`src/rtl/spi_ctrl_fsm_pkg.sv`:
```
// ----------------------------------------------------------------------------
// spi_defs: definitions shared by the SPI transfer sequencer (spi_ctrl_fsm)
// and the SPI datapath.
//   type_spi_states_e : sequencer state encoding (3 bits, observed by datapath)
//   SPI_CNT_W         : width of the SCLK half-period counter / period register
//   SPI_EDGE_CNT      : SCLK edges per byte (8 bits x 2 edges)
// ----------------------------------------------------------------------------
package spi_defs;

    localparam int unsigned SPI_CNT_W    = 12;
    localparam int unsigned SPI_EDGE_CNT = 16;

    typedef enum logic [2:0] {
        ST_IDLE  = 3'd0,
        ST_WAIT  = 3'd1,
        ST_TRANS = 3'd2,
        ST_DONE  = 3'd3
    } type_spi_states_e;

endpackage

```
`src/rtl/spi_ctrl_fsm_if.sv`:
```
// ----------------------------------------------------------------------------
// spi_ctrl_fsm_if: FIFO handshake between the transfer sequencer and the
// datapath FIFOs.
//   tx_fifo_empty : tx FIFO holds no byte
//   tx_fifo_read  : one-cycle pop of the tx FIFO
//   rx_fifo_write : one-cycle push of the rx shift register into the rx FIFO
// master = sequencer side, slave = FIFO side.
// ----------------------------------------------------------------------------
interface spi_ctrl_fsm_if;

    logic tx_fifo_empty;
    logic tx_fifo_read;
    logic rx_fifo_write;

    modport master (
        input  tx_fifo_empty,
        output tx_fifo_read,
        output rx_fifo_write
    );

    modport slave (
        output tx_fifo_empty,
        input  tx_fifo_read,
        input  rx_fifo_write
    );

endinterface

```
`src/rtl/spi_ctrl_fsm_sclk_div.sv`:
```
// ----------------------------------------------------------------------------
// spi_sclk_div: SCLK half-period divider and edge counter.
//   clk, rst_n : system clock, async active-low reset
//   clear      : force counter, SCLK level and edge count to 0
//   count_en   : run the half-period counter (0..period, then wrap)
//   toggle_en  : on wrap, toggle SCLK and count the edge
//   period     : half-period in clk cycles minus 1
//   clock_cnt  : half-period counter
//   spi_clk    : unpolarised SCLK level
//   wrap       : counter is at period this cycle (comb)
//   last_edge  : the next toggle is the final edge of the byte (comb)
// ----------------------------------------------------------------------------
module spi_sclk_div
    import spi_defs::*;
#(
    parameter int unsigned CNT_W    = SPI_CNT_W,
    parameter int unsigned EDGE_CNT = SPI_EDGE_CNT
) (
    input  logic             clk,
    input  logic             rst_n,
    input  logic             clear,
    input  logic             count_en,
    input  logic             toggle_en,
    input  logic [CNT_W-1:0] period,
    output logic [CNT_W-1:0] clock_cnt,
    output logic             spi_clk,
    output logic             wrap,
    output logic             last_edge
);

    localparam int unsigned EDGE_W = $clog2(EDGE_CNT);

    logic [EDGE_W-1:0] edge_cnt;

    // Equality compare: period must not change while a byte is in flight.
    assign wrap      = count_en && (clock_cnt == period);
    assign last_edge = (edge_cnt == EDGE_W'(EDGE_CNT - 1));

    always_ff @(posedge clk or negedge rst_n) begin
        if (!rst_n) begin
            clock_cnt <= '0;
            spi_clk   <= 1'b0;
            edge_cnt  <= '0;
        end else if (clear) begin
            clock_cnt <= '0;
            spi_clk   <= 1'b0;
            edge_cnt  <= '0;
        end else if (count_en) begin
            if (wrap) begin
                clock_cnt <= '0;
            end else begin
                clock_cnt <= clock_cnt + 1'b1;
            end
            if (wrap && toggle_en) begin
                // Final edge parks SCLK at idle and re-arms the edge count.
                if (last_edge) begin
                    spi_clk  <= 1'b0;
                    edge_cnt <= '0;
                end else begin
                    spi_clk  <= ~spi_clk;
                    edge_cnt <= edge_cnt + 1'b1;
                end
            end
        end
    end

endmodule

```
`src/rtl/spi_ctrl_fsm.sv`:
```
// ----------------------------------------------------------------------------
// spi_ctrl_fsm: SPI transfer sequencer. Pops one tx byte per transfer, times
// the 16 SCLK half-periods, pushes the received byte to the rx FIFO.
//   clk, rst_n       : system clock, async active-low reset
//   spi_enable       : controller enabled
//   spi_clk_period   : SCLK half-period in clk cycles minus 1
//   spi_clk_polarity : CPOL, SCLK idle level
//   spi_clk_phase    : CPHA (does not alter sequencing)
//   fifo             : tx_fifo_empty in, tx_fifo_read / rx_fifo_write out
//   state_ff_o       : registered state
//   state_next_o     : combinational next state
//   clock_cnt_o      : half-period counter
//   spi_clk_o        : unpolarised SCLK
//   sclk_o           : pad SCLK (spi_clk_o ^ CPOL)
//   ss_n_o           : slave select, active low (registered)
//   busy_o           : state != IDLE
//   xfer_done_o      : one-cycle pulse per completed byte
// ----------------------------------------------------------------------------
module spi_ctrl_fsm
    import spi_defs::*;
#(
    parameter int unsigned CNT_W    = SPI_CNT_W,
    parameter int unsigned EDGE_CNT = SPI_EDGE_CNT
) (
    input  logic                  clk,
    input  logic                  rst_n,
    input  logic                  spi_enable,
    input  logic [CNT_W-1:0]      spi_clk_period,
    input  logic                  spi_clk_polarity,
    input  logic                  spi_clk_phase,
    spi_ctrl_fsm_if.master        fifo,
    output logic [2:0]            state_ff_o,
    output logic [2:0]            state_next_o,
    output logic [CNT_W-1:0]      clock_cnt_o,
    output logic                  spi_clk_o,
    output logic                  sclk_o,
    output logic                  ss_n_o,
    output logic                  busy_o,
    output logic                  xfer_done_o
);

    type_spi_states_e state_ff;
    type_spi_states_e state_next;

    logic div_clear;
    logic div_count_en;
    logic div_toggle_en;
    logic div_wrap;
    logic div_last_edge;
    logic start_ok;

    // CPHA only moves which edge samples; a byte is always 16 edges long.
    logic unused_phase;
    assign unused_phase = spi_clk_phase;

    assign start_ok = spi_enable && !fifo.tx_fifo_empty;

    always_comb begin
        state_next         = ST_IDLE;
        fifo.tx_fifo_read  = 1'b0;
        fifo.rx_fifo_write = 1'b0;
        case (state_ff)
            ST_IDLE: begin
                state_next = start_ok ? ST_WAIT : ST_IDLE;
            end
            ST_WAIT: begin
                // Pop coincides with the edge that enters TRANS so the
                // datapath loads MOSI as the first half-period begins.
                if (div_wrap) begin
                    state_next        = ST_TRANS;
                    fifo.tx_fifo_read = 1'b1;
                end else begin
                    state_next = ST_WAIT;
                end
            end
            ST_TRANS: begin
                state_next = (div_wrap && div_last_edge) ? ST_DONE : ST_TRANS;
            end
            ST_DONE: begin
                fifo.rx_fifo_write = 1'b1;
                state_next         = start_ok ? ST_WAIT : ST_IDLE;
            end
            default: begin
                state_next = ST_IDLE;
            end
        endcase
    end

    always_ff @(posedge clk or negedge rst_n) begin
        if (!rst_n) begin
            state_ff <= ST_IDLE;
            ss_n_o   <= 1'b1;
        end else begin
            state_ff <= state_next;
            // Following state_next keeps ss_n low across back-to-back bytes.
            ss_n_o   <= (state_next == ST_IDLE);
        end
    end

    assign div_count_en  = (state_ff == ST_WAIT) || (state_ff == ST_TRANS);
    assign div_toggle_en = (state_ff == ST_TRANS);
    assign div_clear     = !div_count_en;

    spi_sclk_div #(
        .CNT_W    (CNT_W),
        .EDGE_CNT (EDGE_CNT)
    ) u_sclk_div (
        .clk       (clk),
        .rst_n     (rst_n),
        .clear     (div_clear),
        .count_en  (div_count_en),
        .toggle_en (div_toggle_en),
        .period    (spi_clk_period),
        .clock_cnt (clock_cnt_o),
        .spi_clk   (spi_clk_o),
        .wrap      (div_wrap),
        .last_edge (div_last_edge)
    );

    assign state_ff_o   = state_ff;
    assign state_next_o = state_next;
    assign sclk_o       = spi_clk_o ^ spi_clk_polarity;
    assign busy_o       = (state_ff != ST_IDLE);
    assign xfer_done_o  = (state_ff == ST_DONE);

endmodule

```
`src/flat_wrapper.sv`:
```
// flat-port wrapper written by rule: the top's interface ports become plain ports
module spi_ctrl_fsm_flat import spi_defs::*;
#(
    parameter int unsigned CNT_W    = SPI_CNT_W,
    parameter int unsigned EDGE_CNT = SPI_EDGE_CNT
)
  (clk, rst_n, spi_enable, spi_clk_period, spi_clk_polarity, spi_clk_phase, state_ff_o, state_next_o, clock_cnt_o, spi_clk_o, sclk_o, ss_n_o, busy_o, xfer_done_o, fifo_tx_fifo_empty, fifo_tx_fifo_read, fifo_rx_fifo_write);
  spi_ctrl_fsm_if fifo_i ();
  input  logic clk;
  input  logic rst_n;
  input  logic spi_enable;
  input  logic [CNT_W-1:0] spi_clk_period;
  input  logic spi_clk_polarity;
  input  logic spi_clk_phase;
  output logic [2:0] state_ff_o;
  output logic [2:0] state_next_o;
  output logic [CNT_W-1:0] clock_cnt_o;
  output logic spi_clk_o;
  output logic sclk_o;
  output logic ss_n_o;
  output logic busy_o;
  output logic xfer_done_o;
  input wire logic [$bits(fifo_i.tx_fifo_empty)-1:0] fifo_tx_fifo_empty;
  output wire logic [$bits(fifo_i.tx_fifo_read)-1:0] fifo_tx_fifo_read;
  output wire logic [$bits(fifo_i.rx_fifo_write)-1:0] fifo_rx_fifo_write;
  assign fifo_i.tx_fifo_empty = fifo_tx_fifo_empty;
  assign fifo_tx_fifo_read = fifo_i.tx_fifo_read;
  assign fifo_rx_fifo_write = fifo_i.rx_fifo_write;
  spi_ctrl_fsm #(.CNT_W(CNT_W), .EDGE_CNT(EDGE_CNT)) u_core (.clk(clk), .rst_n(rst_n), .spi_enable(spi_enable), .spi_clk_period(spi_clk_period), .spi_clk_polarity(spi_clk_polarity), .spi_clk_phase(spi_clk_phase), .fifo(fifo_i), .state_ff_o(state_ff_o), .state_next_o(state_next_o), .clock_cnt_o(clock_cnt_o), .spi_clk_o(spi_clk_o), .sclk_o(sclk_o), .ss_n_o(ss_n_o), .busy_o(busy_o), .xfer_done_o(xfer_done_o));
endmodule
```
`config.mk`:
```
export PLATFORM = sky130hd
export DESIGN_NAME = spi_ctrl_fsm_flat
export DESIGN_NICKNAME = d
export VERILOG_FILES = /design/src/rtl/spi_ctrl_fsm_pkg.sv /design/src/rtl/spi_ctrl_fsm_if.sv /design/src/rtl/spi_ctrl_fsm_sclk_div.sv /design/src/rtl/spi_ctrl_fsm.sv /design/src/flat_wrapper.sv
export SDC_FILE = /design/constraint.sdc
export NUM_CORES = 1
export LEC_CHECK = 0
export ABC_AREA = 1
export CAP_MARGIN = 20
export CORE_UTILIZATION = 52
export CTS_CLUSTER_SIZE = 24
export DETAILED_ROUTE_END_ITERATION = 8
export GPL_TIMING_DRIVEN = 1
export PLACE_DENSITY = 0.85
export SLEW_MARGIN = 0
export SYNTH_ARGS = -nofsm -noshare
export SYNTH_HDL_FRONTEND = slang
export SYNTH_SLANG_ARGS = --single-unit
```
`constraint.sdc`:
```
create_clock -name clk -period 3.5 [get_ports clk]
set_input_delay 0.7 -clock clk [delete_from_list [all_inputs] [get_ports clk]]
set_output_delay 0.7 -clock clk [all_outputs]
set_load 0.05 [all_outputs]
```
==> run metrics <==
outcome=complete, but fails checks; failing checks=DRC; end of the worst hold path=u_core.u_sclk_div.edge_cnt[1]$_DFFE_PN0P_; pwr dens=between 400 and 500 nW/um^2; area share of the largest cell type after synthesis=29.5%; die width=a little under 60 um; FF/Latch Area=502 sq um; hold buffers post-CTS=0; Die ar.=around 3300 sq um; Clock Tree Buf Depth=2; count leader, synth=nand2_1; Worst Max-Slew Pin Slew=just over 0.9 ns; Reg-to-Reg End=u_core.u_sclk_div.clock_cnt[4]$_DFF_PN0_; H-tree Lvls=1; cell count after synthesis=between 200 and 250; # IOs=43; DRC viols=2; Final ANT Viol Nets=0; Ys Warns=0; maxcap violations=0; worst vdd ir=approximately 0.43 mV; DIE HEIGHT=slightly below 60 um; number of fill cells=244; Critical Path RT=2.80 ns; min cycle time layout=between 3 and 4 ns; Post-Syn Area=about 1600 sq um; CTS-repair resized insts=0; Nets=slightly below 300; synthesized flop and latch total=20; CTS tree=done; number of global-route vias before repair=about 1300; Post-synth EDFFs=0; final slew viol count=0; pin count of the biggest net entering global routing=21; drt first pass iters=6; Fmax achieved=~0.33 GHz; postcts setup bufs=0; post-synthesis async set-or-reset flop share=100%; area of the multi-input gates=between 800 and 900 sq um; reg2reg start=u_core.state_ff_o[0]$_DFF_PN0_; Leak=0.00111 uW; setup slack, reg-to-reg=between 1.5 and 2 ns; hpwl dp=~2600 um; Mean Syn Cell Area=slightly below 7 sq um; CTS Sinks=20; Initial DRC Count=56; slew margin rel.=between 30% and 40%; most area-consuming cells after synthesis=dfrtp_1 30%, nand2_1 14%, inv_1 7.5%, nand3_2 6.2%, ha_1 5.4%; hold path startpoint=u_core.u_sclk_div.edge_cnt[1]$_DFFE_PN0P_; CP arrival=about 2.3 ns; Via-to-Cell Ratio=between 5 and 6; gr usage total=22.2%; GRT overflow=0; Critical Path Start Type=input port; Root Driver=clkbuf_4; Fin Hold WS=roughly 0.56 ns; setup TNS=0 ns; Min-Delay Path Depth=2; CTS buffer count=3; Port Buf Inserts=39; Final Hold Vio Count=0; Synth area leader=dfrtp_1; critical path peak fanout=3; GP Congestion=around 0.90; Routed WL per cell=10.9 um; # diodes=0; Synth-to-Final Area Change=27.7%; share of layout cells above drive strength 1=18.8%; RSZ-0062 raised after global routing=false; initial cell density of the core=56.4%; core box area=about 2900 sq um; fin crit share=a little under nine tenths; vias post-DR=1516; antenna violations before repair=0; Critical Path Sink Type=output port; HP Class=register to register; Synth top cells by count=62 x nand2_1, 32 x inv_1, 20 x nor2_1, 19 x dfrtp_1, 16 x inv_2; first-pass GRT wire length=between 5000 and 6000 um; Worst-Skew Late Latency=between 0.2 and 0.3 ns; final setup vio count=0; number of distinct library cells after synthesis=32; Layout Skew=about 0.0015 ns; Reg2Reg Depth=11; Post-synth top flop=dfrtp_1; routed wire length=between 3000 and 4000 um; clock-pin slew on the worst setup and hold paths=0.11 ns; register area share after synthesis=a little under a third; WS Path Type=input port to output port; Row Count=19
-- registers in the layout, summed over array words and instances, names as in the netlist --
register,flops
u_core.u_sclk_div.clock_cnt,12
u_core.u_sclk_div.edge_cnt,4
u_core.state_ff_o,2
u_core.ss_n_o,1
u_core.u_sclk_div.spi_clk,1
-- worst max path at each step --
stage                                         startpoint  cells after the start  slack [ns]         endpoint
final                                  spi_clk_period[2]                      7        0.49  state_next_o[0]
after CTS                              spi_clk_period[2]                      7        0.50  state_next_o[0]
after floorplan           u_core.state_ff_o[0]$_DFF_PN0_                      9        0.33  state_next_o[0]
after global routing                   spi_clk_period[2]                      7        0.34  state_next_o[0]
after global placement                 spi_clk_period[7]                     10        0.52  state_next_o[0]
after detailed placement               spi_clk_period[2]                      7        0.51  state_next_o[0]
-- kinds of logic after synthesis --
| family | count (synthesis) | share of synthesized area, % |
|---|---|---|
| other cells | 1 | 0.233 |
| buf+inv | 53 | 14.2 |
| flops | 20 | 31.2 |
| compound gates | 11 | 3.81 |
| xor+xnor | 4 | 2.18 |
| fa+ha+maj | 7 | 5.44 |
| simple gates | 136 | 43.0 |
-- report_power, final --
| part | internal [uW] | total [uW] | switching (uW) |
|---|---|---|---|
| sequential | 272 | 333 | 61.0 |
| clock | 44.2 | 112 | 68.0 |
| combinational | 195 | 543 | 348 |
| total | 511 | 989 | 477 |
-- stage by stage --
| stage | total power [uW] | cell area (sq um) | std cells | setup WS (ns) | util [%] |
|---|---|---|---|---|---|
| 6_report | 989 | 2060 | 303 | 0.491 | 72.1 |
| 5_1_grt | 1070 | 2060 | 303 | 0.345 | 72.1 |
| 4_1_cts | 993 | 2060 | 303 | 0.497 | 72.1 |
| 3_5_place_dp | 878 | 2030 | 299 | 0.514 | 71.2 |
| 3_3_place_gp | 869 | 2030 | 299 | 0.522 | 71.2 |
| 2_1_floorplan | 722 | 1610 | 233 | 0.333 | - |
-- per-layer routing --
metal  global-route usage, %  vias to the layer above  wire [um]
met5                       0                        -          0
met4                    4.08                        0         21
met3                    3.13                        2        157
met2                    34.9                       43       1540
met1                    33.2                      677       1580
li1                        -                      794          -
-- layout by cell type (no fill, tap or decap), drive strengths merged --
cell type | Yosys | routed
buf | 4 | 3
inv | 49 | 49
o21bai | 1 | 1
a21oi | 1 | 1
nor2 | 24 | 24
a31oi | 1 | 1
clkdlybuf4s50 | 0 | 36
or2 | 2 | 2
and2 | 1 | 1
xnor2 | 2 | 2
o21ai | 7 | 7
nand4 | 7 | 7
nand3 | 23 | 23
nor3 | 4 | 4
conb | 1 | 2
dfrtp | 19 | 19
nand2 | 71 | 71
nor4 | 2 | 2
ha | 7 | 7
dfstp | 1 | 1
xor2 | 2 | 2
clkbuf | 0 | 4
nand3b | 2 | 2
o211ai | 1 | 1
-- worst max-delay path: stages --
cell	delay (ns)
clkdlybuf4s50_1	0.46
xnor2_1	0.26
nand3_1	0.12
nor2_2	0.15
nand4_1	0.12
a31oi_1	0.31
buf_12	0.19
-- area by class of cell --
class	count	share of cell area (%)
Inverter	49	9.06
Tap cell	31	1.89
Clock buffer	4	1.28
Timing Repair Buffer	39	20.4
Multi-Input combinational cell	160	42.9
Sequential cell	20	24.4
(Power assumes the default switching activity.)
==> variant: new RTL, same flow settings <==
The package constant `SPI_CNT_W` goes from 12 to 18.
--- a/src/rtl/spi_ctrl_fsm_pkg.sv
+++ b/src/rtl/spi_ctrl_fsm_pkg.sv
@@ -9,3 +9,3 @@
 
-    localparam int unsigned SPI_CNT_W    = 12;
+    localparam int unsigned SPI_CNT_W    = 18;
     localparam int unsigned SPI_EDGE_CNT = 16;
Ports: changed (resized clock_cnt_o and spi_clk_period); port bits go from 43 to 55. The function was not compared with the original's and may differ.
==> variant against the original RTL <==
- worst setup slack got worse by 200 ps
- global-route usage increased by 0.49 points
- sequential cell count increased by 6
- routed wire length rose by 15%
- first-iteration DRC count grew 36%
- cell area up 17%
- critical path depth is 4 higher
- area after synthesis is 11% higher
- final cell count up 17%
Power is not compared: it rests on default switching activity, and its combinational part moved more than twofold at a synthesized area within 25%.
==> variant: results (changes against the original RTL) <==
{| class="wikitable"
! Metric !! Value
|-
| Via count of the first global-routing pass || 1,555 (was 1,289)
|-
| Largest register FFs || 18 (was 12)
|-
| Via/cell ratio || 4.733 (was 5.003)
|-
| Cell types occupying the most area after synthesis || dfrtp_1 35%, nand2_1 15%, inv_1 10% (was dfrtp_1 30%, nand2_1 14%, inv_1 7.5%)
|-
| Number of fill cells in the layout || 248 (was 244)
|-
| Global router's overall resource usage || 0.2269 (was 0.2221)
|-
| Metal1 wirelength || 1.786 mm (was 1.580 mm)
|-
| Met2 routing resource usage after global routing || 0.4066 (was 0.3488)
|-
| CTS clock-pin slew for the worst setup and hold paths || 140 ps (was 110 ps)
|-
| Met1 demand-to-capacity share in global routing || 0.2795 (was 0.3319)
|-
| Number of cells after detailed placement || 352 (was 299)
|-
| Cells on worst reg2reg path || 11 (unchanged)
|-
| Total met2 wirelength after detailed routing || 1.805 mm (was 1.543 mm)
|-
| Pin count of the biggest net entering global routing || 27 (was 21)
|-
| Result of the run || finished clean (was finished with violations)
|-
| Cell at the slowest stage of the critical path || dfrtp_1 (was clkdlybuf4s50_1)
|-
| Register-to-register path setup slack || 1380 ps (was 1570 ps)
|-
| Sequential area share after synthesis || 0.3636 (was 0.3116)
|-
| Data arrival, critical path || 2510 ps (was 2310 ps)
|-
| PostCTS Resize Cnt || 0 (unchanged)
|-
| First-pass GRT wire length || 6.258 mm (was 5.809 mm)
|-
| Weighted congestion reported at the end of routability-driven placement || 0.8086 (was 0.8988)
|-
| Layout cells sized above 1 || 0.08333 (was 0.1875)
|-
| DRT iter0 DRCs || 76 (was 56)
|-
| Fin nets || 344 (was 298)
|-
| Synthesis warning total || 0 (unchanged)
|-
| Pre-CTS setup slack || 338.1 ps (was 514.0 ps)
|-
| Worst setup path startpoint || u_core.state_ff_o[0] (was spi_clk_period[2])
|-
| Number of optimization iterations in the first detailed-route pass || 5 (was 6)
|-
| CP max FO || 5 (was 3)
|-
| RR Endpoint || u_core.u_sclk_div.clock_cnt[13] (was u_core.u_sclk_div.clock_cnt[4])
|-
| Antenna Cells || 0 (unchanged)
|-
| Most instantiated cells after synthesis || 72 x nand2_1, 50 x inv_1, 35 x nor2_1, 25 x dfrtp_1, 12 x nand3_1 (was 62 x nand2_1, 32 x inv_1, 20 x nor2_1, 19 x dfrtp_1, 16 x inv_2)
|-
| Total placed instance area || 2370 sq um (was 2031 sq um)
|-
| Highest routed layer || met4 (unchanged)
|-
| Clock insertion delay at the later pin of the skew report || 330 ps (was 290 ps)
|-
| Worst slew margin || 0.6656 (was 0.3931)
|-
| Cell family with most CP delay || simple AND/OR/NAND/NOR gates (was buffers and inverters)
|-
| Dpl hpwl || 2.871 mm (was 2.608 mm)
|-
| Number of standard cells in the layout, taps in and fillers out || 356 (was 303)
|-
| Routed length on met3 || 175 microns (was 157 microns)
|-
| Drt total wl || 3.802 mm (was 3.302 mm)
|}
-- variant: cell types whose count changed in the layout (fill, tap and decap cells not counted), moves of 5 or more --
cell,before,now
clkdlybuf4s50_1,36,48
dfrtp_1,19,25
inv_1,32,50
inv_2,16,1
nand2_1,62,72
nand3_2,10,2
nand4_1,7,2
nor2_1,20,35
xor2_1,2,8
-- variant: how the worst min path moves through the flow --
| stage | startpoint | to | slack, ps | depth (start not counted) |
|---|---|---|---|---|
| floorplan | rst_n | u_core.state_ff_o[0] | 400 | 0 |
| global placement | u_core.u_sclk_div.clock_cnt[0] | u_core.u_sclk_div.clock_cnt[0] | 540 | 1 |
| detailed placement | u_core.u_sclk_div.clock_cnt[0] | u_core.u_sclk_div.clock_cnt[0] | 540 | 1 |
| CTS | u_core.u_sclk_div.clock_cnt[0] | u_core.u_sclk_div.clock_cnt[0] | 560 | 1 |
| global route | u_core.u_sclk_div.clock_cnt[0] | u_core.u_sclk_div.clock_cnt[0] | 610 | 1 |
| finish | u_core.u_sclk_div.clock_cnt[0] | u_core.u_sclk_div.clock_cnt[0] | 560 | 1 |
-- variant: cells by family (layout without fill, tap and decap cells) --
family	Yosys count	after routing	synth area share
other cells	1	2	0.002092
compound gates	19	19	0.06769
xor+xnor	10	10	0.04885
fa+ha+maj	7	7	0.04885
buf+inv	55	107	0.1235
flops	26	26	0.3636
simple gates	141	141	0.3454
-- variant: layout make-up --
| class | count | share of cell area |
|---|---|---|
| Multi-Input combinational cell | 179 | 0.3838 |
| Inverter | 51 | 0.07956 |
| Tap cell | 44 | 0.02288 |
| Sequential cell | 26 | 0.2709 |
| Timing Repair Buffer | 52 | 0.2278 |
| Clock buffer | 4 | 0.01508 |
